File: config.mk
export PLATFORM = sky130hd
export DESIGN_NAME = seq_detect_hit_logger
export DESIGN_NICKNAME = d
export VERILOG_FILES = /design/src/rtl/seq_detect_hit_logger.sv
export SDC_FILE = /design/constraint.sdc
export NUM_CORES = 1
export LEC_CHECK = 0
export BUFFER_PORTS_ARGS = -buffer_cell sky130_fd_sc_hd__clkbuf_2
export CAP_MARGIN = 0
export CORE_MARGIN = 5
export CORE_UTILIZATION = 45
export DETAILED_ROUTE_END_ITERATION = 16
export GPL_TIMING_DRIVEN = 0
export PLACE_DENSITY = 0.73
export SLEW_MARGIN = 20
export SYNTH_ARGS = -nofsm -noshare
export SYNTH_HDL_FRONTEND = slang
export SYNTH_SLANG_ARGS = --single-unit
export TNS_END_PERCENT = 20
File: constraint.sdc
create_clock -name clk -period 2.5 [get_ports clk]
set_input_delay 0.625 -clock clk [delete_from_list [all_inputs] [get_ports clk]]
set_output_delay 0.625 -clock clk [all_outputs]
set_load 0.02 [all_outputs]
File: src/rtl/seq_detect_hit_logger.sv
// Logs the bit index of each 11011 detection into a small first-word-fall-through FIFO,
// with a saturating hit count and a sticky overflow flag.
module seq_detect_hit_logger #(
  parameter int POS_W = 8,
  parameter int DEPTH = 4,
  parameter int CNT_W = 8
) (
  input  logic                     clk,
  input  logic                     rst_n,
  input  logic                     hit,
  input  logic                     clr,
  input  logic                     rd_en,
  output logic [POS_W-1:0]         rd_data,
  output logic                     empty,
  output logic                     full,
  output logic [$clog2(DEPTH):0]   level,
  output logic [CNT_W-1:0]         hit_cnt,
  output logic                     ovf
);

  localparam int AW = $clog2(DEPTH);
  localparam int LW = AW + 1;
  localparam logic [LW-1:0] FULL_LVL = LW'(DEPTH);

  logic [POS_W-1:0] bit_idx;
  logic [POS_W-1:0] mem [DEPTH];
  logic [POS_W-1:0] last_pop;
  logic [AW-1:0]    wr_ptr;
  logic [AW-1:0]    rd_ptr;
  logic             pop;
  logic             push;

  assign empty = (level == '0);
  assign full  = (level == FULL_LVL);
  assign pop   = rd_en & ~empty;
  assign push  = hit & (~full | pop);

  // While empty, present the most recently popped value instead of a stale slot.
  assign rd_data = empty ? last_pop : mem[rd_ptr];

  always_ff @(posedge clk) begin
    if (push && !clr) begin
      mem[wr_ptr] <= bit_idx - 1'b1;
    end
  end

  always_ff @(posedge clk or negedge rst_n) begin
    if (!rst_n) begin
      bit_idx  <= '0;
      wr_ptr   <= '0;
      rd_ptr   <= '0;
      level    <= '0;
      last_pop <= '0;
      hit_cnt  <= '0;
      ovf      <= 1'b0;
    end else if (clr) begin
      bit_idx  <= '0;
      wr_ptr   <= '0;
      rd_ptr   <= '0;
      level    <= '0;
      last_pop <= '0;
      hit_cnt  <= '0;
      ovf      <= 1'b0;
    end else begin
      bit_idx <= bit_idx + 1'b1;
      if (push) begin
        wr_ptr <= wr_ptr + 1'b1;
      end
      if (pop) begin
        rd_ptr   <= rd_ptr + 1'b1;
        last_pop <= mem[rd_ptr];
      end
      case ({push, pop})
        2'b10:   level <= level + 1'b1;
        2'b01:   level <= level - 1'b1;
        default: level <= level;
      endcase
      // Dropped detections still count toward hit_cnt.
      if (hit && (hit_cnt != '1)) begin
        hit_cnt <= hit_cnt + 1'b1;
      end
      if (hit && full && !pop) begin
        ovf <= 1'b1;
      end
    end
  end

endmodule

==> results list <==
- Largest cells by area after synthesis: edfxtp_1, dfrtp_1, mux4_2
- The analysis attributes to cell leakage a power of 1.51 nW.
* Final Hold Viols: 0
* Count of different cell masters after synthesis: 44
- Inserted Clock Buffers: 9
* Largest net degree at the start of global routing: 33
- In this run the remaining antenna-violating nets after routing total 0.
* Number of warnings issued by yosys: 0
* Skew-Pair Late Insertion Delay: approximately 0.34 ns
- Worst slew margin relative to its limit: 43.9%
* Data arrival at the endpoint of the critical path: roughly 1.8 ns
- Share of final-layout standard cells stronger than drive strength 1: 27.2%
- Worst setup EP type: primary output
* Buffering stage count on the worst path with inverters included: 2
- Post-synth EDFFs: 32
- Class of the tightest hold or removal check: input pin to asynchronous set/reset pin
- Synthesis produced 257 cells.
- Largest area contributor in the netlist: edfxtp_1
- Global-route total usage across every layer: ~15%
* Port Buf Inserts: 25
* Number of nets in the layout: 310
- Across the VDD grid, the largest voltage drop is 0.000351 V.
* Ordered cell list for the critical path: buf_12, mux4_2, mux2_2, buf_2
* Most frequent cells after synthesis: dfrtp_1, edfxtp_1, a21oi_1, nand2_1, nor2_1
- Detailed Route Iter0 Violations: between 90 and 100
- Clock transition time at the flip-flop clock pins of the worst setup and hold paths: about 0.080 ns
- Core region area: ~6800 um^2
- Die X-Extent: approximately 93 um
- CTS root buf: clkbuf_8
- Startpoint-to-endpoint class of the critical path: flip-flop to primary output
- After detailed placement, the total cell area comes to between 3000 and 4000 um^2.
- Sort of element at the start of the critical path: flip-flop
* Run status: finished, final reports clean
* IO Pins: 27
- Net count of the mapped netlist: 270
- Number of antenna repair diodes: 0
* Antenna violations before repair: 0
- For this run the aggregate overflow at the end of global routing stands at 0.
* Number of maximum-capacitance constraint violations: 0
- Routability-driven placement finished with a final weighted congestion of 0.748.
* TritonCTS clock tree: built
* Worst Path Required: approximately 1.9 ns
* Worst slew pin tran: 0.841 ns
* Slew Viols, Final: 0
* Final Util: 55.4%
- In this run, synthesis produced a sequential element count of 64.
- Mapped cell area: 3130 um^2
- Setup repair after global routing could not meet its margin everywhere.
- Max Fclk: 0.406 GHz
- Before CTS, the worst setup slack after placement is -0.0561 ns.
- Clock sink count: 64
- After detailed routing, the average wire length per cell comes to 15.5 um.
- The worst path uses 98.5% of the clock period.
- Post-synth top area share: 30.7%
- PnR worst setup slack: between 0.03 and 0.04 ns
- After floorplanning, the core was divided into 30 placement rows.
- Post-detailed-placement half-perimeter wirelength: 4060 um
* Post-synthesis to final-layout area growth: 20.2%
* Area of the die: 8730 um^2
- The die is 93.4 um tall.
* Average cell area after synthesis: between 10 and 15 um^2
- After routing the design area is around 3800 um^2.
- Sum of routed wire length over all layers: 6170 um
- Largest fanout on the critical path: 5
* Family with the most delay on the worst path: multiplexers
- Delay of the slowest cell on the worst path: 0.51 ns
- CP max-delay cell: mux4_2
- After clock tree synthesis, the flow added hold-fix buffers numbering 0.
* Maximum number of buffers from clock root to sink: 2
* Average via count per standard cell: 5.38
- The via count of the first global-routing pass is 2,127.
- The most used flip-flop cell after synthesis is edfxtp_1.
- Wire length of the first global-routing pass: 10,100 um
- The pre-antenna-repair detailed-routing pass consisted of 4 iterations.
* DRC viols: 0
* Sequential share of the synthesized area: 56.2%
- Share of async-settable or async-resettable flops after synthesis: 50.0%
- Maximum level of the CTS H-tree: 3
* Final critical-path required period: 2.46 ns
* Final Setup Violations: 0
- Setup clock skew after layout: approximately 0.012 ns
- The final route contains 2,141 vias.
* Pwr per Cell Area: between 700 and 800 nW/um^2
- Once the floorplan was initialized, standard cells occupied 46.1% of the core.
-- power by group --
part / leakage [nW] / switching, mW / internal (mW)
sequential: 0.726 / 0.0321 / 1.17
clock: 0.119 / 0.411 / 0.663
combinational: 0.664 / 0.245 / 0.219
-- registers in the layout (all words and copies together), names as in the netlist --
register  count
rd_ptr        2
bit_idx       8
wr_ptr        2
ovf           1
last_pop      8
hit_cnt       8
level         3
mem          32
-- final timing paths --
path / startpoint / end / slack (ns) / cells after the start
max reg2reg: level[1] / level[2] / 0.16 / 7
min in group clk: last_pop[3] / last_pop[3] / 0.52 / 2
min reg2reg: last_pop[3] / last_pop[3] / 0.52 / 2
max in group asynchronous: rst_n / rd_ptr[0] / 1.53 / 1
max: rd_ptr[0] / rd_data[0] / 0.04 / 4
min: rst_n / hit_cnt[5] / 0.37 / 1
-- through the flow --
step / hold WS, ns / total power, mW / cells / TNS (ns)
floorplan: 0.329 / 1.49 / 257 / 0
global placement: 0.505 / 1.59 / 378 / -0.00493
detailed placement: 0.517 / 1.61 / 378 / -0.0698
CTS: 0.389 / 2.70 / 395 / 0
global route: 0.425 / 2.87 / 398 / -0.192
finish: 0.374 / 2.74 / 398 / 0
-- logic make-up after synthesis --
logic type	count (synthesis)	synth area share (%)
simple gates	84	15.3
flops	64	56.2
compound gates	43	8.23
buf+inv	28	3.95
mux	20	10.0
xor+xnor	10	2.80
fa+ha+maj	8	3.43
-- placed cells by master, fill, tap and decap left out, types with 2 or more instances in the layout --
| master | count |
|---|---|
| o21ai_0 | 8 |
| clkinv_4 | 2 |
| o31a_1 | 2 |
| clkbuf_8 | 9 |
| mux2_4 | 4 |
| o211ai_1 | 3 |
| and2_1 | 5 |
| nor2b_1 | 3 |
| bufinv_16 | 3 |
| mux4_2 | 8 |
| or3_1 | 5 |
| nor2_1 | 14 |
| a211oi_1 | 3 |
| ha_1 | 7 |
| dfrtp_1 | 31 |
| edfxtp_1 | 32 |
| nor4b_1 | 5 |
| nand4_1 | 2 |
| xor2_1 | 7 |
| nand3_1 | 6 |
| clkbuf_1 | 4 |
| inv_1 | 11 |
| buf_6 | 6 |
| nor3_1 | 5 |
| nand3b_1 | 3 |
| and3_1 | 2 |
| nand2b_1 | 8 |
| buf_2 | 8 |
| clkbuf_2 | 19 |
| buf_4 | 4 |
| nand2_1 | 20 |
| xnor2_1 | 3 |
| a21oi_1 | 20 |
| mux2_2 | 7 |
| buf_12 | 2 |
-- layer usage --
metal  GRT usage (%)  wire length [um]  share of wire [%]
met4            7.69                90                1.5
met2            25.1              3150                 51
met5               0                 0                  0
met3            2.82               294                4.8
met1            18.4              2630                 43
-- area by class of cell --
| class | count | area [um^2] |
|---|---|---|
| repair buffers | 30 | 224 |
| flip-flops and latches | 64 | 1760 |
| well taps | 96 | 120 |
| fillers | 574 | 3030 |
| plain buffers | 16 | 100 |
| clock inverters | 7 | 120 |
| inverters | 11 | 41.3 |
| multi-input cells | 165 | 1270 |
| clock buffers | 9 | 124 |
-- what timing repair did --
| item | 4_1_cts | 5_1_grt |
|---|---|---|
| resized for setup | 3 | 30 |
| buffers inserted | 2 | 2 |
| endpoints found under the setup margin | 8 | 10 |
| pin swaps | 1 | 0 |
| gates cloned | 0 | 1 |
Power figures use the tool's default switching activity.
